`src/rtl/axi4_ax_fifo_buffer_if.sv`:
```
// ---------------------------------------------------------------------------
// axi4_ax_fifo_buffer_if
//  AXI4 address-channel (AR or AW) bundle: payload fields plus valid/ready.
//  The same bundle serves both sides of the address-channel FIFO.
//
//  Signals
//    axid    [ID_W-1:0]    transaction ID
//    axaddr  [ADDR_W-1:0]  start address
//    axlen   [7:0]         burst length - 1
//    axsize  [2:0]         beat size
//    axburst [1:0]         burst type
//    axlock                exclusive access
//    axprot  [2:0]         protection attributes
//    axcache [3:0]         memory attributes
//    axuser  [USER_W-1:0]  user sideband
//    axvalid               request valid (source -> sink)
//    axready               request ready (sink -> source)
//
//  Modports
//    master : drives the request, receives ready
//    slave  : receives the request, drives ready
// ---------------------------------------------------------------------------
interface axi4_ax_fifo_buffer_if #(
    parameter int ID_W   = 4,
    parameter int USER_W = 4,
    parameter int ADDR_W = 32
);
    logic [ID_W-1:0]   axid;
    logic [ADDR_W-1:0] axaddr;
    logic [7:0]        axlen;
    logic [2:0]        axsize;
    logic [1:0]        axburst;
    logic              axlock;
    logic [2:0]        axprot;
    logic [3:0]        axcache;
    logic [USER_W-1:0] axuser;
    logic              axvalid;
    logic              axready;

    modport master (
        output axid, axaddr, axlen, axsize, axburst, axlock, axprot, axcache, axuser, axvalid,
        input  axready
    );

    modport slave (
        input  axid, axaddr, axlen, axsize, axburst, axlock, axprot, axcache, axuser, axvalid,
        output axready
    );
endinterface

```
`src/rtl/axi4_ax_fifo_buffer.sv`:
```
// ---------------------------------------------------------------------------
// axi4_ax_fifo_buffer
//  C_DEPTH-entry FIFO for one AXI4 address channel (AR or AW), placed between
//  the RAB slave port and the translation stage. Payload passes bit-exact and
//  in order. Reports its fill level and an almost-full flag, and accepts a
//  gate input that holds off presenting the next head entry downstream.
//
//  Ports
//    axi4_aclk    in   clock
//    axi4_arst    in   asynchronous reset, active-high
//    s_axi4       slave side address channel (requests come in here)
//    m_axi4       master side address channel (requests go out here)
//    gate         in   1 = do not start presenting a new head entry
//    level        out  current entry count, 0..C_DEPTH
//    almost_full  out  level >= C_AFULL_THRESH
// ---------------------------------------------------------------------------
module axi4_ax_fifo_buffer #(
    parameter int C_AXI_ID_WIDTH   = 4,
    parameter int C_AXI_USER_WIDTH = 4,
    parameter int C_ADDR_WIDTH     = 32,
    parameter int C_DEPTH          = 4,
    parameter int C_AFULL_THRESH   = 3
) (
    input  logic                       axi4_aclk,
    input  logic                       axi4_arst,
    axi4_ax_fifo_buffer_if.slave       s_axi4,
    axi4_ax_fifo_buffer_if.master      m_axi4,
    input  logic                       gate,
    output logic [$clog2(C_DEPTH):0]   level,
    output logic                       almost_full
);

    localparam int PTR_W   = $clog2(C_DEPTH);
    localparam int LVL_W   = PTR_W + 1;
    localparam int ENTRY_W = 21 + C_ADDR_WIDTH + C_AXI_ID_WIDTH + C_AXI_USER_WIDTH;

    logic [ENTRY_W-1:0] mem_q [C_DEPTH];
    logic [PTR_W-1:0]   wr_ptr_q, wr_ptr_d;
    logic [PTR_W-1:0]   rd_ptr_q, rd_ptr_d;
    logic [LVL_W-1:0]   level_q, level_d;
    logic               s_ready_q, s_ready_d;
    logic               presented_q, presented_d;

    logic               push;
    logic               pop;
    logic               m_valid;
    logic [ENTRY_W-1:0] wr_entry;
    logic [ENTRY_W-1:0] rd_entry;

    // Entry packing, LSB first: cache, prot, lock, burst, size, len, addr, id, user.
    assign wr_entry = {s_axi4.axuser, s_axi4.axid, s_axi4.axaddr, s_axi4.axlen,
                       s_axi4.axsize, s_axi4.axburst, s_axi4.axlock, s_axi4.axprot,
                       s_axi4.axcache};

    assign rd_entry = mem_q[rd_ptr_q];

    assign {m_axi4.axuser, m_axi4.axid, m_axi4.axaddr, m_axi4.axlen,
            m_axi4.axsize, m_axi4.axburst, m_axi4.axlock, m_axi4.axprot,
            m_axi4.axcache} = rd_entry;

    // Once a request has been shown without being taken, it must stay up
    // regardless of gate; gate only blocks starting a fresh presentation.
    assign m_valid        = presented_q | (~gate & (level_q != '0));
    assign m_axi4.axvalid = m_valid;
    assign s_axi4.axready = s_ready_q;

    assign push = s_axi4.axvalid & s_ready_q;
    assign pop  = m_valid & m_axi4.axready;

    assign level       = level_q;
    assign almost_full = (level_q >= LVL_W'(C_AFULL_THRESH));

    always_comb begin
        wr_ptr_d    = wr_ptr_q;
        rd_ptr_d    = rd_ptr_q;
        level_d     = level_q;
        presented_d = presented_q;

        // Pointers are exactly PTR_W bits wide, so they wrap modulo C_DEPTH.
        if (push) begin
            wr_ptr_d = wr_ptr_q + PTR_W'(1);
        end
        if (pop) begin
            rd_ptr_d = rd_ptr_q + PTR_W'(1);
        end

        case ({push, pop})
            2'b10:   level_d = level_q + LVL_W'(1);
            2'b01:   level_d = level_q - LVL_W'(1);
            default: level_d = level_q;
        endcase

        // Ready is registered from the next level so that it has no
        // combinational dependency on s_valid or m_ready.
        s_ready_d = (level_d != LVL_W'(C_DEPTH));

        if (pop) begin
            presented_d = 1'b0;
        end else if (m_valid) begin
            presented_d = 1'b1;
        end
    end

    always_ff @(posedge axi4_aclk or posedge axi4_arst) begin
        if (axi4_arst) begin
            wr_ptr_q    <= '0;
            rd_ptr_q    <= '0;
            level_q     <= '0;
            s_ready_q   <= 1'b0;
            presented_q <= 1'b0;
        end else begin
            wr_ptr_q    <= wr_ptr_d;
            rd_ptr_q    <= rd_ptr_d;
            level_q     <= level_d;
            s_ready_q   <= s_ready_d;
            presented_q <= presented_d;
        end
    end

    // Storage carries no reset; the head is only looked at while level != 0.
    always_ff @(posedge axi4_aclk) begin
        if (push) begin
            mem_q[wr_ptr_q] <= wr_entry;
        end
    end

endmodule

```
`src/flat_wrapper.sv`:
```
// flat-port wrapper written by rule: the top's interface ports become plain ports
module axi4_ax_fifo_buffer_flat 
#(
    parameter int C_AXI_ID_WIDTH   = 4,
    parameter int C_AXI_USER_WIDTH = 4,
    parameter int C_ADDR_WIDTH     = 32,
    parameter int C_DEPTH          = 4,
    parameter int C_AFULL_THRESH   = 3
)
  (axi4_aclk, axi4_arst, gate, level, almost_full, s_axi4_axid, s_axi4_axaddr, s_axi4_axlen, s_axi4_axsize, s_axi4_axburst, s_axi4_axlock, s_axi4_axprot, s_axi4_axcache, s_axi4_axuser, s_axi4_axvalid, s_axi4_axready, m_axi4_axid, m_axi4_axaddr, m_axi4_axlen, m_axi4_axsize, m_axi4_axburst, m_axi4_axlock, m_axi4_axprot, m_axi4_axcache, m_axi4_axuser, m_axi4_axvalid, m_axi4_axready);
  axi4_ax_fifo_buffer_if #(.ID_W(4), .USER_W(4), .ADDR_W(32)) s_axi4_i ();
  axi4_ax_fifo_buffer_if #(.ID_W(4), .USER_W(4), .ADDR_W(32)) m_axi4_i ();
  input  logic axi4_aclk;
  input  logic axi4_arst;
  input  logic gate;
  output logic [$clog2(C_DEPTH):0] level;
  output logic almost_full;
  input wire logic [$bits(s_axi4_i.axid)-1:0] s_axi4_axid;
  input wire logic [$bits(s_axi4_i.axaddr)-1:0] s_axi4_axaddr;
  input wire logic [$bits(s_axi4_i.axlen)-1:0] s_axi4_axlen;
  input wire logic [$bits(s_axi4_i.axsize)-1:0] s_axi4_axsize;
  input wire logic [$bits(s_axi4_i.axburst)-1:0] s_axi4_axburst;
  input wire logic [$bits(s_axi4_i.axlock)-1:0] s_axi4_axlock;
  input wire logic [$bits(s_axi4_i.axprot)-1:0] s_axi4_axprot;
  input wire logic [$bits(s_axi4_i.axcache)-1:0] s_axi4_axcache;
  input wire logic [$bits(s_axi4_i.axuser)-1:0] s_axi4_axuser;
  input wire logic [$bits(s_axi4_i.axvalid)-1:0] s_axi4_axvalid;
  output wire logic [$bits(s_axi4_i.axready)-1:0] s_axi4_axready;
  output wire logic [$bits(m_axi4_i.axid)-1:0] m_axi4_axid;
  output wire logic [$bits(m_axi4_i.axaddr)-1:0] m_axi4_axaddr;
  output wire logic [$bits(m_axi4_i.axlen)-1:0] m_axi4_axlen;
  output wire logic [$bits(m_axi4_i.axsize)-1:0] m_axi4_axsize;
  output wire logic [$bits(m_axi4_i.axburst)-1:0] m_axi4_axburst;
  output wire logic [$bits(m_axi4_i.axlock)-1:0] m_axi4_axlock;
  output wire logic [$bits(m_axi4_i.axprot)-1:0] m_axi4_axprot;
  output wire logic [$bits(m_axi4_i.axcache)-1:0] m_axi4_axcache;
  output wire logic [$bits(m_axi4_i.axuser)-1:0] m_axi4_axuser;
  output wire logic [$bits(m_axi4_i.axvalid)-1:0] m_axi4_axvalid;
  input wire logic [$bits(m_axi4_i.axready)-1:0] m_axi4_axready;
  assign s_axi4_i.axid = s_axi4_axid;
  assign s_axi4_i.axaddr = s_axi4_axaddr;
  assign s_axi4_i.axlen = s_axi4_axlen;
  assign s_axi4_i.axsize = s_axi4_axsize;
  assign s_axi4_i.axburst = s_axi4_axburst;
  assign s_axi4_i.axlock = s_axi4_axlock;
  assign s_axi4_i.axprot = s_axi4_axprot;
  assign s_axi4_i.axcache = s_axi4_axcache;
  assign s_axi4_i.axuser = s_axi4_axuser;
  assign s_axi4_i.axvalid = s_axi4_axvalid;
  assign s_axi4_axready = s_axi4_i.axready;
  assign m_axi4_axid = m_axi4_i.axid;
  assign m_axi4_axaddr = m_axi4_i.axaddr;
  assign m_axi4_axlen = m_axi4_i.axlen;
  assign m_axi4_axsize = m_axi4_i.axsize;
  assign m_axi4_axburst = m_axi4_i.axburst;
  assign m_axi4_axlock = m_axi4_i.axlock;
  assign m_axi4_axprot = m_axi4_i.axprot;
  assign m_axi4_axcache = m_axi4_i.axcache;
  assign m_axi4_axuser = m_axi4_i.axuser;
  assign m_axi4_axvalid = m_axi4_i.axvalid;
  assign m_axi4_i.axready = m_axi4_axready;
  axi4_ax_fifo_buffer #(.C_AXI_ID_WIDTH(C_AXI_ID_WIDTH), .C_AXI_USER_WIDTH(C_AXI_USER_WIDTH), .C_ADDR_WIDTH(C_ADDR_WIDTH), .C_DEPTH(C_DEPTH), .C_AFULL_THRESH(C_AFULL_THRESH)) u_core (.axi4_aclk(axi4_aclk), .axi4_arst(axi4_arst), .s_axi4(s_axi4_i), .m_axi4(m_axi4_i), .gate(gate), .level(level), .almost_full(almost_full));
endmodule
```
`config.mk`:
```
export PLATFORM = sky130hd
export DESIGN_NAME = axi4_ax_fifo_buffer_flat
export DESIGN_NICKNAME = d
export VERILOG_FILES = /design/src/rtl/axi4_ax_fifo_buffer_if.sv /design/src/rtl/axi4_ax_fifo_buffer.sv /design/src/flat_wrapper.sv
export SDC_FILE = /design/constraint.sdc
export NUM_CORES = 1
export LEC_CHECK = 0
export ABC_AREA = 1
export CORE_UTILIZATION = 49
export CTS_CLUSTER_DIAMETER = 50
export DETAILED_ROUTE_END_ITERATION = 16
export GPL_TIMING_DRIVEN = 0
export PLACE_DENSITY = 0.88
export SYNTH_ARGS = -nofsm -noshare
export SYNTH_HDL_FRONTEND = slang
export SYNTH_SLANG_ARGS = --single-unit
export TNS_END_PERCENT = 50
```
`constraint.sdc`:
```
create_clock -name axi4_aclk -period 3.39 [get_ports axi4_aclk]
set_input_delay 0.8475 -clock axi4_aclk [delete_from_list [all_inputs] [get_ports axi4_aclk]]
set_output_delay 0.8475 -clock axi4_aclk [all_outputs]
set_load 0.005 [all_outputs]
```
# Yosys cells after proc, flatten, opt, wreduce, memory -nomap -nowiden
# Memory sizes are Yosys's and may differ from the RTL's.
# Index checks and enable logic that the tools add are counted.
[classes] mul=0 n_eq_ne=3 n_addsub=4 shift=0 bitwise=5 reduce_logical=2 n_mux=5 div=0 order_cmp=1
[ops] cell="$pmux 3 s2" count=1
[ops] cell="$add 2x1->2 const B" count=2
[ops] cell="$mux 1" count=4
[ops] cell="$add 3x1->3 const B" count=1
[ops] cell="$and 1x1->1" count=3
[ops] cell="$ge 3x2->1 const B" count=1
[ops] cell="$ne 3x3->1 const B" count=1
[ops] cell="$reduce_bool 3->1" count=1
[ops] cell="$sub 3x1->3 const B" count=1
[ops] cell="$eq 2x1->1 const B" count=1
[ops] cell="$eq 2x2->1 const B" count=1
[ops] cell="$reduce_bool 2->1" count=1
[ops] cell="$not 1->1" count=1
[ops] cell="$or 1x1->1" count=1
[word_totals] output_inout_bits=67 mem_count=1 elab_cells=26 inputBits=66 latchBits=0 regBits=9 mem_bits_rw=244 romBits=0
[memory_table] memory="u_core.mem_q" depth=4 width=61 read_ports=1 rd_clocked_by_memory_dff=0 wr=1 line_no="axi4_ax_fifo_buffer.sv:37" source="logic [ENTRY_W-1:0] mem_q [C_DEPTH];"

# Longest topological paths before layout
[logic_depth] depth_word=7 depth_mapped=14 ltp_nobuf=14

# Worst setup path before layout
# OpenSTA, ideal clock, no wires.
[synth_timing] kind="input to register" from="in s_axi4_axvalid" to="mem u_core.mem_q[0][0] (netlist name) (enable)" path_buffers=0 setup_ps=480 setup_slack_ps=-671 arrival_ps=3580 required_time_ps=2910 stages=2 cell_sequence="nand2_1 nor2_1"
[synth_via] elab_chain_len=3
[synth_rtl] item="start: declaration" line_no="flat_wrapper.sv:27" source="input wire logic [$bits(s_axi4_i.axvalid)-1:0] s_axi4_axvalid;"
[synth_rtl] item="$and 1x1->1" line_no="axi4_ax_fifo_buffer.sv:67" source="assign push = s_axi4.axvalid & s_ready_q;"
[synth_rtl] item="$mux 1" line_no="axi4_ax_fifo_buffer.sv:122" source="if (push) begin"
[synth_rtl] item="$mux 1 (not written as such)" line_no="axi4_ax_fifo_buffer.sv:123" source="mem_q[wr_ptr_q] <= wr_entry;"
[synth_rtl] item="end: declaration" line_no="axi4_ax_fifo_buffer.sv:37"
# Every way passes these cells.

# Worst setup path in the final report
[layout_timing] from="reg u_core.rd_ptr_q[0]" to="out m_axi4_axsize[0]"
[layout_via] elab_chain_len=1
[layout_rtl] item="start: declaration" line_no="axi4_ax_fifo_buffer.sv:39" source="logic [PTR_W-1:0] rd_ptr_q, rd_ptr_d;"
[layout_rtl] item="start signal: assignment" line_no="axi4_ax_fifo_buffer.sv:113" source="rd_ptr_q <= rd_ptr_d;"
[layout_rtl] item="$mem_v2 4x61"
[layout_rtl] item="end: declaration" line_no="flat_wrapper.sv:32" source="output wire logic [$bits(m_axi4_i.axsize)-1:0] m_axi4_axsize;"
# Every way passes these cells.

==> qor.yml <==
outcome:
  status: "completed"
timing:
  fin_crit_sh: 0.969
  relSlewSlack: 0.417
  skew_ns: 0.00725
  fin_crit_ns: 3.28
  grt_setup_unrepaired: "true"
  tns_ns: 0
  fmax_mhz: 304
  finalMaxSlewViolations: 0
  finalSetupViolCount: 0
  final_hold_viol_count: 0
  worstMarginPinSlew_ns: 0.873
place:
  dpl.hpwl_mm: 13.6
  gp_congestion: 0.741
  port_buffers: 132
logic_synthesis:
  ys.flop_type: "edfxtp_1"
  ys_types: 25
  synth_fp_nets: 728
  synth_compound_area_frac: 0.106
  yosysWarnings: 0
  netlist_area_mm2: 0.00957
  syn_inst: 656
  async_flop_share: 0.0356
  synth_fa_ha_area_frac: 0.00863
  synthSimpleGateAreaFrac: 0.0597
  synth-xor-area-share: 0.00183
  seq_area_frac_synth: 0.789
  yosys_register_bits: 253
  avgSynthCellArea_um2: 14.6
  muxShareOfSynthArea: 0
  synth_edf_count: 244
  synth_top_family_by_area: "compound AO/OA/AOI/OAI gates"
power_and_ir_drop:
  max-vdd-ir-drop_v: 0.000591
  power.share.sequential: 0.380
  p_int_uw: 7550
  power_switching_uw: 3530
  power.density_mw_per_mm2: 902
  clkPwrFrac: 0.252
  switching_share: 0.319
  comb_power_share: 0.368
  p_leak_uw: 0.00416
clock_tree:
  ctsHtreeMaxLevel: 1
  clk_latency_ns: 0.53
  cts_tree: "done"
  post-cts-setup-buffers: 0
  cts.clk_slew.worst_paths_ns: 0.06
  clk_path_buf_depth: 3
  cts-buffers-inserted: 28
  root_buffer: "clkbuf_16"
  clock_sinks: 253
global_route:
  grt_pass1_wl_mm: 33.1
  grt_antenna_before_repair: 0
  grt_start_max_net_pins: 31
  grt_usage: 0.218
  grt-ovfl-total: 0
  grt_pass1_vias: 6306
critical_path:
  critical_path_required_ns: 2.54
  critPathCaptureType: "output port"
  setup.worst_path.class: "flip-flop to output port"
  crit_arrival_ns: 2.44
  crit_fanout: 10
  start_kind: "flip-flop"
route:
  postRouteAntennaNets: 0
  firstDrtPassIters: 5
  drc: 0
  routed_via_density: 5.43
  drt_wl_total_mm: 21.7
  wl_per_cell_um: 19.6
  first_iter_violations: 355
  vias: 6016
floorplanning:
  fp-row-count: 50
  die_area_mm2: 0.0201
  die_w_um: 142
  start_util: 0.507
  floorplan.core_area_mm2: 0.0189
  die_h_um: 142
  ios: 133
final_layout:
  nNetsFinal: 898
  num_antenna_cells: 0
  area_growth_pct: 28.4
  layout_commonest_cell: "edfxtp_1"
  utilization: 0.650
  final_cell_mix: "edfxtp_1 (244), clkdlybuf4s50_1 (132), nor2_1 (125), o21ai_0 (114), o22ai_1 (61)"
  drive_above_1_share: 0.106
job:
  drv_cap: 0
hold_path:
  hold_path_class: "flip-flop to flip-flop"
[cell families (layout without fill, tap and decap cells)]
| kind of cell | count (synthesis) | in the layout |
|---|---|---|
| AOI/OAI and AO/OA | 187 | 187 |
| xor gates and xnor gates | 2 | 2 |
| adders and majority gates | 6 | 6 |
| buffers and inverters | 58 | 249 |
| DFF | 253 | 253 |
| and+or+nand+nor | 150 | 150 |
[critical path, stage by stage (launching register included)]
cell and delay [ns]:
dfrtp_1 0.37, buf_6 0.15, inv_6 0.09, clkbuf_1 0.38
o21ai_0 0.18, o22ai_1 0.19, clkdlybuf4s50_1 0.54
[flip-flops by register name, indices dropped and copies added (netlist names)]
register and flops:
u_core.wr_ptr_q 2, u_core.mem_q 244, u_core.presented_q 1, u_core.rd_ptr_q 2, u_core.s_axi4.axready 1, u_core.level 3
[timing repair]
| item | CTS | global route |
|---|---|---|
| setup endpoints to repair | 0 | 11 |
| hold buffers | 0 | 0 |
| resized for setup | 0 | 10 |
[final cells by class]
cell class | instances | area [um^2]
Tap cell | 260 | 325
Inverter | 18 | 72.6
Sequential cell | 253 | 7550
Timing Repair Buffer | 140 | 1490
Fill cell | 1362 | 6600
Clock inverter | 20 | 134
Buffer | 40 | 269
Multi-Input combinational cell | 345 | 1710
Clock buffer | 31 | 733
[layer usage]
metal | share of wire | global-route usage
met5 | 0 | 0
met4 | 0.017 | 0.0634
met3 | 0.071 | 0.0388
met2 | 0.52 | 0.384
met1 | 0.40 | 0.276
[final timing paths]
kind | startpoint | endpoint | slack, ns | cells after the start
worst max-delay path | u_core.rd_ptr_q[0]$_DFFE_PP0P_ | m_axi4_axsize[0] | 0.11 | 6
worst min register to register | u_core.presented_q$_DFFE_PP0P_ | u_core.presented_q$_DFFE_PP0P_ | 0.53 | 2
worst max register to register | u_core.s_axi4.axready$_DFF_PP0_ | u_core.mem_q[3][4]$_DFFE_PP_ | 1.19 | 4
min in group asynchronous | axi4_arst | u_core.level[0]$_DFF_PP0_ | 0.59 | 2
worst min-delay path | u_core.presented_q$_DFFE_PP0P_ | u_core.presented_q$_DFFE_PP0P_ | 0.53 | 2
max in group asynchronous | axi4_arst | u_core.rd_ptr_q[0]$_DFFE_PP0P_ | 2.54 | 2
[synthesized netlist by cell type (2+ instances only)]
| master | n | area, um^2 |
|---|---|---|
| a21oi_1 | 2 | 10.0 |
| buf_2 | 13 | 65.1 |
| buf_6 | 9 | 101 |
| clkbuf_1 | 9 | 33.8 |
| clkbuf_2 | 6 | 30.0 |
| dfrtp_1 | 9 | 225 |
| edfxtp_1 | 244 | 7330 |
| ha_1 | 5 | 62.6 |
| inv_1 | 16 | 60.1 |
| nand2_1 | 16 | 60.1 |
| nand3_1 | 3 | 15.0 |
| nor2_1 | 129 | 484 |
| o21ai_0 | 114 | 571 |
| o21ai_1 | 10 | 50.1 |
| o22ai_1 | 61 | 382 |
[power by group through the flow]
stage          Sequential (uW)  Clock (uW)  Combinational, uW
4_1_cts                   4210        2840               4120
3_5_place_dp              4280           0               4080
6_report                  4210        2790               4080
5_1_grt                   4250        2960               4430
3_3_place_gp              4350           0               3820
2_1_floorplan             4290           0               1910
[stage by stage]
stage	worst slack [ns]	cell area [um^2]	cells	power, uW	hold slack [ns]
6_report	0.105	12300	1107	11100	0.529
5_1_grt	-0.0421	12300	1107	11600	0.562
4_1_cts	0.0275	12300	1107	11200	0.529
3_5_place_dp	0.165	11400	1056	8350	0.520
3_3_place_gp	-3.10	11200	1048	8170	0.508
2_1_floorplan	-0.671	9570	656	6200	0.490
(Power assumes the default switching activity.)
